[src/rtl/pwm_capture_if.sv]
// Measurement-side signal bundle of pwm_capture: PWM pin and restart in, results and status out.
interface pwm_capture_if #(
  parameter int W = 16,
  parameter int R = 5
) ();
  logic         pwm_in;
  logic         clear;
  logic [W-1:0] high_cnt;
  logic [W-1:0] period_cnt;
  logic [R-1:0] duty;
  logic         valid;
  logic         busy;
  logic         stuck_hi;
  logic         stuck_lo;
  logic         overrun;

  modport master (
    output pwm_in, clear,
    input  high_cnt, period_cnt, duty, valid, busy, stuck_hi, stuck_lo, overrun
  );

  modport slave (
    input  pwm_in, clear,
    output high_cnt, period_cnt, duty, valid, busy, stuck_hi, stuck_lo, overrun
  );
endinterface

[src/rtl/pwm_capture.sv]
// PWM measurement: synchroniser, tick prescaler, edge-timing FSM and restoring divider
// producing high time, period and duty = floor(high * 2^R / period).
//
// state | meaning
// IDLE  | not armed; the next rise starts timing a high phase
// HIGH  | input high; counting the high phase
// LOW   | input low; counting the rest of the period
module pwm_capture #(
  parameter int W = 16,
  parameter int R = 5,
  parameter int F = 0
) (
  input logic          clk,
  input logic          reset,
  pwm_capture_if.slave bus
);
  typedef enum logic [1:0] {IDLE, HIGH, LOW} state_t;

  localparam logic [W-1:0] CNT_MAX = '1;
  localparam int SW = $clog2(R + 1);

  state_t        state, state_nxt;
  logic          sync1, sync2, sync3;
  logic          rise, fall, tick;
  logic [W-1:0]  cnt, cnt_cap, h_lat;
  logic          cap_h, start_div, set_ovr, set_shi, set_slo;
  logic          stuck_hi_r, stuck_lo_r, overrun_r;

  logic          div_busy, div_load, div_last, div_free, q_bit;
  logic [SW-1:0] step;
  logic [W-1:0]  d_h, d_p, rem, rem_nxt;
  logic [W:0]    rem_sh;
  logic [R-2:0]  q;
  logic [R-1:0]  q_nxt;
  logic [W-1:0]  high_r, period_r;
  logic [R-1:0]  duty_r;
  logic          valid_r;

  // Two-flop synchroniser followed by the edge-detect flop
  always_ff @(posedge clk or negedge reset) begin
    if (!reset)         {sync1, sync2, sync3} <= '0;
    else if (bus.clear) {sync1, sync2, sync3} <= '0;
    else                {sync1, sync2, sync3} <= {bus.pwm_in, sync1, sync2};
  end

  assign rise = sync2 & ~sync3;
  assign fall = ~sync2 & sync3;

  generate
    if (F == 0) begin : g_no_pre
      assign tick = 1'b1;
    end else begin : g_pre
      logic [F-1:0] pre;
      // Free-running prescaler; clear leaves it alone so the tick phase survives a restart
      always_ff @(posedge clk or negedge reset) begin
        if (!reset) pre <= '0;
        else        pre <= pre + 1'b1;
      end
      assign tick = &pre;
    end
  endgenerate

  // cnt_cap is both the saturating next count and the value captured on an edge
  assign cnt_cap = (cnt == CNT_MAX) ? cnt : cnt + W'(tick);

  // Tick counter: restarts on every rise, otherwise counts ticks up to saturation
  always_ff @(posedge clk or negedge reset) begin
    if (!reset)         cnt <= '0;
    else if (bus.clear) cnt <= '0;
    else if (rise)      cnt <= '0;
    else                cnt <= cnt_cap;
  end

  // FSM state register
  always_ff @(posedge clk or negedge reset) begin
    if (!reset)         state <= IDLE;
    else if (bus.clear) state <= IDLE;
    else                state <= state_nxt;
  end

  // FSM next state and capture/status strobes
  always_comb begin
    state_nxt = state;
    cap_h     = 1'b0;
    start_div = 1'b0;
    set_ovr   = 1'b0;
    set_shi   = 1'b0;
    set_slo   = 1'b0;
    case (state)
      IDLE: if (rise) state_nxt = HIGH;
      HIGH: begin
        if (fall) begin
          cap_h     = 1'b1;
          state_nxt = LOW;
        end else if (cnt == CNT_MAX) begin
          set_shi   = 1'b1;
          state_nxt = IDLE;
        end
      end
      LOW: begin
        if (rise) begin
          if (div_free) start_div = 1'b1;
          else          set_ovr   = 1'b1;
          state_nxt = HIGH;
        end else if (cnt == CNT_MAX) begin
          set_slo   = 1'b1;
          state_nxt = IDLE;
        end
      end
      default: state_nxt = IDLE;
    endcase
  end

  // High-time latch and status flags; stuck flags clear on the edge that ends them
  always_ff @(posedge clk or negedge reset) begin
    if (!reset) begin
      h_lat      <= '0;
      stuck_hi_r <= 1'b0;
      stuck_lo_r <= 1'b0;
      overrun_r  <= 1'b0;
    end else if (bus.clear) begin
      h_lat      <= '0;
      stuck_hi_r <= 1'b0;
      stuck_lo_r <= 1'b0;
      overrun_r  <= 1'b0;
    end else begin
      if (cap_h) h_lat <= cnt_cap;
      if (fall)         stuck_hi_r <= 1'b0;
      else if (set_shi) stuck_hi_r <= 1'b1;
      if (rise)         stuck_lo_r <= 1'b0;
      else if (set_slo) stuck_lo_r <= 1'b1;
      if (set_ovr) overrun_r <= 1'b1;
    end
  end

  // The finishing iteration frees the divider, so a rise on that cycle restarts it
  assign div_last = div_busy & ~div_load & (step == SW'(R - 1));
  assign div_free = ~div_busy | div_last;
  assign rem_sh   = {rem, 1'b0};
  assign q_bit    = (rem_sh >= {1'b0, d_p});
  assign rem_nxt  = q_bit ? W'(rem_sh - {1'b0, d_p}) : rem_sh[W-1:0];
  assign q_nxt    = {q, q_bit};

  // Divider: one load cycle then R restoring iterations; results commit on the last one
  always_ff @(posedge clk or negedge reset) begin
    if (!reset) begin
      {div_busy, div_load, step, d_h, d_p, rem, q} <= '0;
      {high_r, period_r, duty_r, valid_r}          <= '0;
    end else if (bus.clear) begin
      {div_busy, div_load, step, d_h, d_p, rem, q} <= '0;
      {high_r, period_r, duty_r, valid_r}          <= '0;
    end else begin
      valid_r <= div_last;
      if (div_last) begin
        high_r   <= d_h;
        period_r <= d_p;
        duty_r   <= q_nxt;
      end
      if (start_div) begin
        div_busy <= 1'b1;
        div_load <= 1'b1;
        d_h      <= h_lat;
        d_p      <= cnt_cap;
      end else if (div_load) begin
        div_load <= 1'b0;
        rem      <= d_h;
        q        <= '0;
        step     <= '0;
      end else if (div_last) begin
        div_busy <= 1'b0;
      end else if (div_busy) begin
        rem  <= rem_nxt;
        q    <= q_nxt[R-2:0];
        step <= step + 1'b1;
      end
    end
  end

  assign bus.high_cnt   = high_r;
  assign bus.period_cnt = period_r;
  assign bus.duty       = duty_r;
  assign bus.valid      = valid_r;
  assign bus.busy       = div_busy;
  assign bus.stuck_hi   = stuck_hi_r;
  assign bus.stuck_lo   = stuck_lo_r;
  assign bus.overrun    = overrun_r;
endmodule
[src/flat_wrapper.sv]
// flat-port wrapper written by rule: the top's interface ports become plain ports
module pwm_capture_flat 
#(
  parameter int W = 16,
  parameter int R = 5,
  parameter int F = 0
)
  (clk, reset, bus_pwm_in, bus_clear, bus_high_cnt, bus_period_cnt, bus_duty, bus_valid, bus_busy, bus_stuck_hi, bus_stuck_lo, bus_overrun);
  pwm_capture_if #(.W(W), .R(R)) bus_i ();
  input logic clk;
  input logic reset;
  input wire logic [$bits(bus_i.pwm_in)-1:0] bus_pwm_in;
  input wire logic [$bits(bus_i.clear)-1:0] bus_clear;
  output wire logic [$bits(bus_i.high_cnt)-1:0] bus_high_cnt;
  output wire logic [$bits(bus_i.period_cnt)-1:0] bus_period_cnt;
  output wire logic [$bits(bus_i.duty)-1:0] bus_duty;
  output wire logic [$bits(bus_i.valid)-1:0] bus_valid;
  output wire logic [$bits(bus_i.busy)-1:0] bus_busy;
  output wire logic [$bits(bus_i.stuck_hi)-1:0] bus_stuck_hi;
  output wire logic [$bits(bus_i.stuck_lo)-1:0] bus_stuck_lo;
  output wire logic [$bits(bus_i.overrun)-1:0] bus_overrun;
  assign bus_i.pwm_in = bus_pwm_in;
  assign bus_i.clear = bus_clear;
  assign bus_high_cnt = bus_i.high_cnt;
  assign bus_period_cnt = bus_i.period_cnt;
  assign bus_duty = bus_i.duty;
  assign bus_valid = bus_i.valid;
  assign bus_busy = bus_i.busy;
  assign bus_stuck_hi = bus_i.stuck_hi;
  assign bus_stuck_lo = bus_i.stuck_lo;
  assign bus_overrun = bus_i.overrun;
  pwm_capture #(.W(W), .R(R), .F(F)) u_core (.clk(clk), .reset(reset), .bus(bus_i));
endmodule
[config.mk]
export PLATFORM = sky130hd
export DESIGN_NAME = pwm_capture_flat
export DESIGN_NICKNAME = d
export VERILOG_FILES = /design/src/rtl/pwm_capture_if.sv /design/src/rtl/pwm_capture.sv /design/src/flat_wrapper.sv
export SDC_FILE = /design/constraint.sdc
export NUM_CORES = 1
export LEC_CHECK = 0
export ABC_AREA = 1
export BUFFER_PORTS_ARGS = -buffer_cell sky130_fd_sc_hd__buf_2
export CORE_ASPECT_RATIO = 1.4
export CORE_UTILIZATION = 40
export CTS_CLUSTER_SIZE = 25
export DETAILED_ROUTE_END_ITERATION = 7
export PLACE_DENSITY = 0.67
export SKIP_LAST_GASP = 1
export SYNTH_ARGS = -nofsm -noshare
export SYNTH_HDL_FRONTEND = slang
export SYNTH_SLANG_ARGS = --single-unit
[constraint.sdc]
create_clock -name clk -period 4.4 [get_ports clk]
set_clock_uncertainty 0.1 [all_clocks]
set_input_delay 0.88 -clock clk [delete_from_list [all_inputs] [get_ports clk]]
set_output_delay 0.88 -clock clk [all_outputs]
set_load 0.02 [all_outputs]
# [Word level (Yosys, flattened, before mapping)]
# Index checks and enable logic that the tools add are counted.
[word_totals] ff_bits=135 inputBits=4 output_inout_bits=42 elab_cells=120
[op_classes] addsub=3 magnitude_cmp=1 n_eq_ne=8 mux=68 bitwise=9 n_reduce_logical=11
[op_table] operator="$mux 16" n=19
[op_table] operator="$mux 1" n=31
[op_table] operator="$mux 4" n=5
[op_table] operator="$ge 17x16->1" n=1
[op_table] operator="$add 16x1->16 const B" n=1
[op_table] operator="$eq 16x16->1 const B" n=1
[op_table] operator="$sub 16x16->16" n=1
[op_table] operator="$mux 3" n=5
[op_table] operator="$reduce_bool 3->1" n=4
[op_table] operator="$mux 2" n=5
[op_table] operator="$mux 5" n=2
[op_table] operator="$ne 3x2->1 const B" n=3
[op_table] operator="$reduce_bool 2->1" n=4
[op_table] operator="$pmux 2 s3" n=1
[op_table] operator="$and 1x1->1" n=4
[op_table] operator="$not 1->1" n=4
[op_table] operator="$add 3x1->3 const B" n=1
[op_table] operator="$eq 3x3->1 const B" n=1
[op_table] operator="$reduce_and 3->1" n=1
[op_table] operator="$eq 2x1->1 const B" n=1
[op_table] operator="$eq 2x2->1 const B" n=1
[op_table] operator="$logic_not 2->1" n=1
[op_table] operator="$ne 2x2->1 const B" n=1
[op_table] operator="$reduce_and 2->1" n=1
[op_table] operator="$or 1x1->1" n=1

# [Logic depth before layout (Yosys ltp)]
# Gate-level depths: netlist of run 1.
[depth] word_depth=9 depth_mapped=15 mapped_depth_nobuf=14

# [Worst setup path before layout of run 1]
# Ideal clock, no wire load.
[synth_timing] kind="input -> register" from="input port bus_clear" to="register u_core.rem[10]" setup_ns=0.073 arrival_ns=1.861 slack_ns=2.366 stages=5 n_path_buf=2 cell_sequence="buf_2 -> nor2_1 -> clkbuf_1 -> a21oi_1 -> a21oi_2"
[synth_between] elab_chain_cells=2 word_cells_on_any_way=5 classes_between="eq/ne: 2; mux: 1; reduce/logical: 2"
[synth_lines] element="from (decl)" line_no="flat_wrapper.sv:13" text="input wire logic [$bits(bus_i.clear)-1:0] bus_clear;"
[synth_lines] element="$ne 3x2->1 (no line), or another cell as far along"
[synth_lines] element="$reduce_and 3->1 (no line)"
[synth_lines] element="to (signal assigned)" line_no="pwm_capture.sv:166" text="rem <= d_h;"
[synth_lines] element="to (signal assigned)" line_no="pwm_capture.sv:172" text="rem <= rem_nxt;"
[synth_lines] element="to (decl)" line_no="pwm_capture.sv:31" text="logic [W-1:0] d_h, d_p, rem, rem_nxt;"
# Several ways; a longest one is shown, not always the timed one.
# A chain may end at the register's enable or synchronous reset.

# [Worst setup path in the final report of run 1]
[layout_timing] from="input port bus_clear" to="register u_core.rem[1]"
# The elaborated chain is that of the path after synthesis.

==> qor.csv, run 1 <==
stage,metric,value,unit
yosys,yosys warns,0,
grt,remaining global-route overflow,0,
job,MaxCap Viol Count,0,
timing,Fin. Hold Viols,0,
pwr,Pleak,3.94,nW
run_status,status,completed,
cts,clock latency on the worst-skew pair,420,ps
timing,Rel. slew slack,33.8,%
die,die area,0.0181,sq mm
setup_path,"Worst Path Class, Setup",primary input to register,
cts,TritonCTS clock tree,built,
die,Starting Density,41.3,%
cts,# resized after CTS,0,
pwr,pwr dens,446,mW/mm^2
yosys,Async SR Flop Fraction,100,%
yosys,"Seq/Total Area, Yosys",48.2,%
detailed_routing,DR vias/cell,4.98,
die,num rows,56,
grt,pin count of the biggest net entering global routing,109,
timing,Fin Setup TNS,0,ps
placed_design,IO buf count,45,
pwr,Net Sw Frac,30.6,%
pwr,Seq pwr share,37.1,%
die,Die H,159,um
final_layout,most frequent cells in the layout,"188 x nand2_1, 135 x dfrtp_1, 118 x inv_1, 83 x nand3_1, 70 x o21ai_0",
yosys,synthesized flop and latch total,135,
detailed_routing,Initial DRC Count,322,
yosys,post-synthesis cell area,0.00701,sq mm
detailed_routing,Routed wire per std cell,14.7,um
final_layout,final non-filler cell total,1153,
pwr,Switching Power,0.00110,W
yosys,Synth Instances,871,
timing,"Setup violations, final",0,
timing,worst slew pin tran,993,ps
timing,Min Hold Slack,369,ps
cts,Sink Count,135,
die,Die W,114,um
yosys,number of synthesized flops with an enable pin,0,
placed_design,Post-DP HPWL,12100,um
detailed_routing,WL met2,8700,um
final_layout,layout cell share with drive strength beyond 1,13.9,%
timing,RSZ-0062 raised after global routing,false,
setup_path,"Max FO, Critical Path",21,
cts,CTS Hold Bufs,0,
detailed_routing,via count,5738,
cts,register clock-pin slew on the reported worst setup and hold paths,70,ps
grt,initial antenna violation count,0,
final_layout,"commonest non-fill, non-tap cell in the layout",nand2_1,
die,core area,0.0170,sq mm
timing,maximum operating frequency,0.328,GHz
cts,Post-CTS Repair Setup Buffers,0,
setup_path,r2r setup slk,1370,ps
placed_design,placed insts,1121,
setup_path,CP required,4600,ps
detailed_routing,Total Routed Length,16900,um
yosys,syn avg cell area,8.04,sq um
pwr,combinational power share,21.2,%
grt,gr usage total,19.9,%
setup_path,Worst EP arrival,3240,ps
grt,first-pass GRT wire length,27800,um
final_layout,number of diodes,0,
yosys,Mapped Nets,895,
timing,fin. max-slew vios,0,
cts,H-tree depth,4,
detailed_routing,Final ANT Viol Nets,0,
yosys,count of different cell masters after synthesis,43,
pwr,Design Power,0.00358,W
die,IO Count,46,
pwr,clock power share,41.6,%
setup_path,Crit. End Element,register,
grt,vias in the first global route,5554,
detailed_routing,uppermost layer routed,met4,
detailed_routing,DR WL met3,359,um
yosys,Synth Flop Type,dfrtp_1,
final_layout,nets,932,
cts,CTS root buf,clkbuf_16,
timing,Final period util,69.3,%
timing,fin crit period,3050,ps
detailed_routing,WL met1,7390,um
pwr,VDD IR max,232,uV
detailed_routing,drt pass-1 iters,5,
cts,total CTS buffers,17,
placed_design,GP Congestion,0.914,
hold_path,worst hold path class,register to register,
detailed_routing,DRC viols,0,
pwr,Cell Int Power,0.00248,W
cts,CTS Buffer Depth,2,
final_layout,Area growth syn-to-layout,14.5,%
setup_path,Startpoint Class,primary input,
==> per-layer routing <==
layer / up-vias / global-route usage [%]
met4: 0 / 8.47
met3: 33 / 3.58
met1: 2750 / 23.6
li1: 2881 / -
met2: 74 / 35.4
met5: - / 0
==> critical path, stage by stage <==
cell     delay [ps]
buf_2           230
nor2_2          640
nand2_1         130
nand2_1         550
inv_1           500
nor2_1          250
a21oi_2          50
==> final cells by class <==
type	instances	area (sq um)
fillers	1695	8930
flip-flops and latches	135	3380
multi-input cells	576	2980
inverters	127	477
clock buffers	20	457
well taps	232	290
repair buffers	51	277
clock inverters	12	164
==> final timing paths <==
| check | startpoint | to | cells past startpoint |
|---|---|---|---|
| worst max register to register | u_core.step[1] | u_core.rem[1] | 11 |
| min in group asynchronous | reset | u_core.d_p[3] | 1 |
| worst min-delay path | u_core.sync1 | u_core.sync2 | 2 |
| max in group asynchronous | reset | u_core.cnt[8] | 2 |
| worst min register to register | u_core.sync1 | u_core.sync2 | 2 |
| worst max-delay path | bus_clear | u_core.rem[1] | 7 |
==> power by group through the flow <==
| stage | logic, W | clock network, W | registers (W) |
|---|---|---|---|
| final | 0.000761 | 0.00149 | 0.00133 |
| after global routing | 0.000872 | 0.00156 | 0.00134 |
| after global placement | 0.000743 | 0 | 0.00135 |
| after CTS | 0.000761 | 0.00151 | 0.00133 |
| after floorplan | 0.000608 | 0 | 0.00134 |
| after detailed placement | 0.000753 | 0 | 0.00135 |
==> logic make-up after synthesis <==
logic type | after synthesis | share of synthesized area (%)
AOI/OAI and AO/OA | 152 | 11.8
xor gates and xnor gates | 10 | 1.25
and+or+nand+nor | 394 | 25.8
adders and majority gates | 20 | 3.68
buffers and inverters | 160 | 9.23
DFF | 135 | 48.2
==> flip-flops by register name, indices dropped and copies added (netlist names), 2 cells and up <==
register	count
u_core.bus.high_cnt	16
u_core.bus.period_cnt	16
u_core.cnt	16
u_core.d_h	16
u_core.d_p	16
u_core.h_lat	16
u_core.rem	16
u_core.bus.duty	5
u_core.q	4
u_core.step	3
u_core.state	2
==> synth_stat cells (6+ instances only) <==
cell type	instances	area [sq um]
nand2_1	188	706
dfrtp_1	135	3380
inv_1	118	443
nand3_1	83	415
o21ai_0	70	350
nor2_1	65	244
a21oi_1	37	185
o21ai_1	24	120
clkbuf_1	20	75.1
ha_1	19	238
nand3b_1	11	82.6
a21oi_2	9	78.8
nor3_1	9	45.0
nand2_2	8	50.1
buf_2	7	35.0
inv_2	7	26.3
xnor2_1	7	61.3
nand4_1	6	37.5
nor2_2	6	37.5
==> through the flow <==
step | utilization (%) | setup slack (ps) | area (sq um)
after floorplan | - | 2370 | 7010
after global placement | 43.7 | 997 | 7400
after detailed placement | 43.7 | 951 | 7400
after CTS | 47.3 | 1330 | 8020
after global routing | 47.3 | 1100 | 8020
final | 47.3 | 1350 | 8020
Note: power is estimated with default switching activity, not from simulation.
==> run 2: changes to the inputs <==
- clock period: 4.4 -> 3 ns (I/O delays scaled with it)
==> qor.csv, run 2 (synthesized netlist as in run 1, its figures left out) <==
stage,metric,value,unit,change
run_status,status,completed,,
pwr,Switching Power,0.00161,W,+46%
cts,CTS Buffer Depth,2,,unchanged
setup_path,max incr delay on CP,380,ps,-260 ps
final_layout,number of diodes,0,,unchanged
die,num rows,56,,unchanged
cts,register clock-pin slew on the reported worst setup and hold paths,60,ps,about the same
cts,H-tree depth,4,,unchanged
die,core area,0.0170,sq mm,unchanged
die,Die H,159,um,unchanged
grt,gr usage total,20.4,%,+0.50 points
timing,Fin Setup TNS,0,ps,unchanged
hold_path,worst hold path class,primary input to asynchronous set/reset pin,,
placed_design,Post-DP HPWL,12400,um,+2.0%
final_layout,"commonest non-fill, non-tap cell in the layout",nand2_1,,
placed_design,IO buf count,45,,unchanged
die,IO Count,46,,unchanged
timing,fin. max-slew vios,0,,unchanged
pwr,Net Sw Frac,29.7,%,-0.99 points
pwr,combinational power share,20.6,%,-0.6 points
detailed_routing,Initial DRC Count,295,,-8.4%
detailed_routing,DR vias/cell,5.03,,+1.1%
pwr,Pleak,3.99,nW,+1.2%
detailed_routing,Total Routed Length,17100,um,+1.3%
detailed_routing,Final ANT Viol Nets,0,,unchanged
setup_path,slowest cell on the critical path,dfrtp_1,,
final_layout,Area growth syn-to-layout,15.8,%,
cts,Sink Count,135,,unchanged
cts,CTS Hold Bufs,0,,unchanged
pwr,Seq pwr share,36.0,%,-1.1 points
setup_path,"Worst Path Class, Setup",register to register,,
grt,pin count of the biggest net entering global routing,58,,-47%
detailed_routing,via count,5826,,+1.5%
timing,RSZ-0062 raised after global routing,false,,
grt,vias in the first global route,5777,,+4.0%
final_layout,most frequent cells in the layout,"188 x nand2_1, 135 x dfrtp_1, 118 x inv_1, 83 x nand3_1, 70 x o21ai_0",,
cts,Post-CTS Repair Setup Buffers,0,,unchanged
pwr,pwr dens,668,mW/mm^2,+50%
detailed_routing,DRC viols,0,,unchanged
die,die area,0.0181,sq mm,unchanged
detailed_routing,Routed wire per std cell,14.8,um,+0.83%
cts,TritonCTS clock tree,built,,
final_layout,filler cell count,1690,,-0.29%
final_layout,nets,937,,+0.54%
timing,"Setup violations, final",0,,unchanged
die,Die W,114,um,unchanged
setup_path,CP cell instances,inv_1 -> ha_1 -> ha_1 -> nand2_1 -> nor2_1 -> nand3_1 -> nor2_2 -> nor2_4 -> nand2_4 -> o21ai_0 -> nand3_1 -> a21oi_1,,
cts,# resized after CTS,0,,unchanged
setup_path,CP required,3240,ps,-1360 ps
timing,Fin. Hold Viols,0,,unchanged
cts,CTS root buf,clkbuf_16,,
cts,clock latency on the worst-skew pair,420,ps,about the same
timing,maximum operating frequency,0.426,GHz,
pwr,clock power share,43.4,%,+1.8 points
setup_path,Startpoint Class,register,,
timing,Rel. slew slack,26.2,%,-7.6 points
final_layout,layout cell share with drive strength beyond 1,14.5,%,+0.57 points
detailed_routing,drt pass-1 iters,5,,unchanged
grt,first-pass GRT wire length,28500,um,+2.7%
placed_design,GP Congestion,0.960,,+5.0%
pwr,VDD IR max,394,uV,+69%
setup_path,"Max FO, Critical Path",17,,-19%
timing,fin crit period,2350,ps,
grt,remaining global-route overflow,0,,unchanged
timing,worst slew pin tran,1100,ps,+110 ps
cts,total CTS buffers,17,,unchanged
timing,Final period util,78.3,%,
grt,initial antenna violation count,0,,unchanged
setup_path,Crit. End Element,register,,
timing,Min Hold Slack,23.8,ps,-345 ps
job,MaxCap Viol Count,0,,unchanged
die,Starting Density,41.3,%,unchanged
setup_path,Worst EP arrival,2590,ps,-650 ps
pwr,Cell Int Power,0.00381,W,+53%
==> run 2: stage by stage <==
stage | power (W) | setup WS (ps) | cells | util [%] | cell area, sq um
2_1_floorplan | 0.00285 | 1080 | 871 | - | 7010
3_3_place_gp | 0.00308 | 696 | 1126 | 43.9 | 7440
3_5_place_dp | 0.00309 | 676 | 1126 | 43.9 | 7440
4_1_cts | 0.00545 | 644 | 1158 | 47.8 | 8110
5_1_grt | 0.00569 | 427 | 1158 | 47.8 | 8110
6_report | 0.00542 | 651 | 1158 | 47.8 | 8110
==> run 2: worst paths after layout <==
path / from / to / slack [ps] / depth (start not counted)
worst max-delay path: u_core.d_p[1] / u_core.rem[2] / 650 / 12
worst min-delay path: reset / u_core.bus.high_cnt[5] / 20 / 1
worst max register to register: u_core.d_p[1] / u_core.rem[2] / 650 / 12
worst min register to register: u_core.sync1 / u_core.sync2 / 360 / 2
max in group asynchronous: reset / u_core.d_p[7] / 1960 / 2
min in group clk: bus_pwm_in / u_core.sync1 / 280 / 3
==> run 2: cell type report <==
class / instances / area [sq um] / area share (%)
clock buffer: 19 / 453 / 5.58
clock inverter: 13 / 218 / 2.68
inverter: 127 / 477 / 5.88
multi-input combinational: 576 / 2980 / 36.8
sequential: 135 / 3380 / 41.6
tap: 232 / 290 / 3.58
timing repair buffer: 56 / 314 / 3.87
==> run 2: per-layer routing <==
metal | global-route usage (%) | vias to the layer above | part of all wire (%) | routed length, um
li1 | - | 2889 | - | -
met1 | 25.0 | 2776 | 43 | 7330
met2 | 35.6 | 136 | 52 | 8820
met3 | 3.62 | 25 | 3.3 | 564
met4 | 8.16 | 0 | 2.4 | 403
met5 | 0 | - | 0 | 0
==> run 2: power by group through the flow <==
stage / registers [W] / clock network [W] / logic (W)
after floorplan: 0.00196 / 0 / 0.000892
after global placement: 0.00198 / 0 / 0.00110
after detailed placement: 0.00198 / 0 / 0.00111
after CTS: 0.00195 / 0.00239 / 0.00112
after global routing: 0.00196 / 0.00246 / 0.00127
final: 0.00195 / 0.00235 / 0.00112
==> run 2: critical path: cells and delay by family (launching register included) <==
| family | cells | cell delay (ps) |
|---|---|---|
| flip-flops | 1 | 380 |
| buffers and inverters | 1 | 110 |
| AO/OA/AOI/OAI | 2 | 260 |
| adder cells (fa/ha/maj) | 2 | 500 |
| AND/OR/NAND/NOR | 7 | 940 |
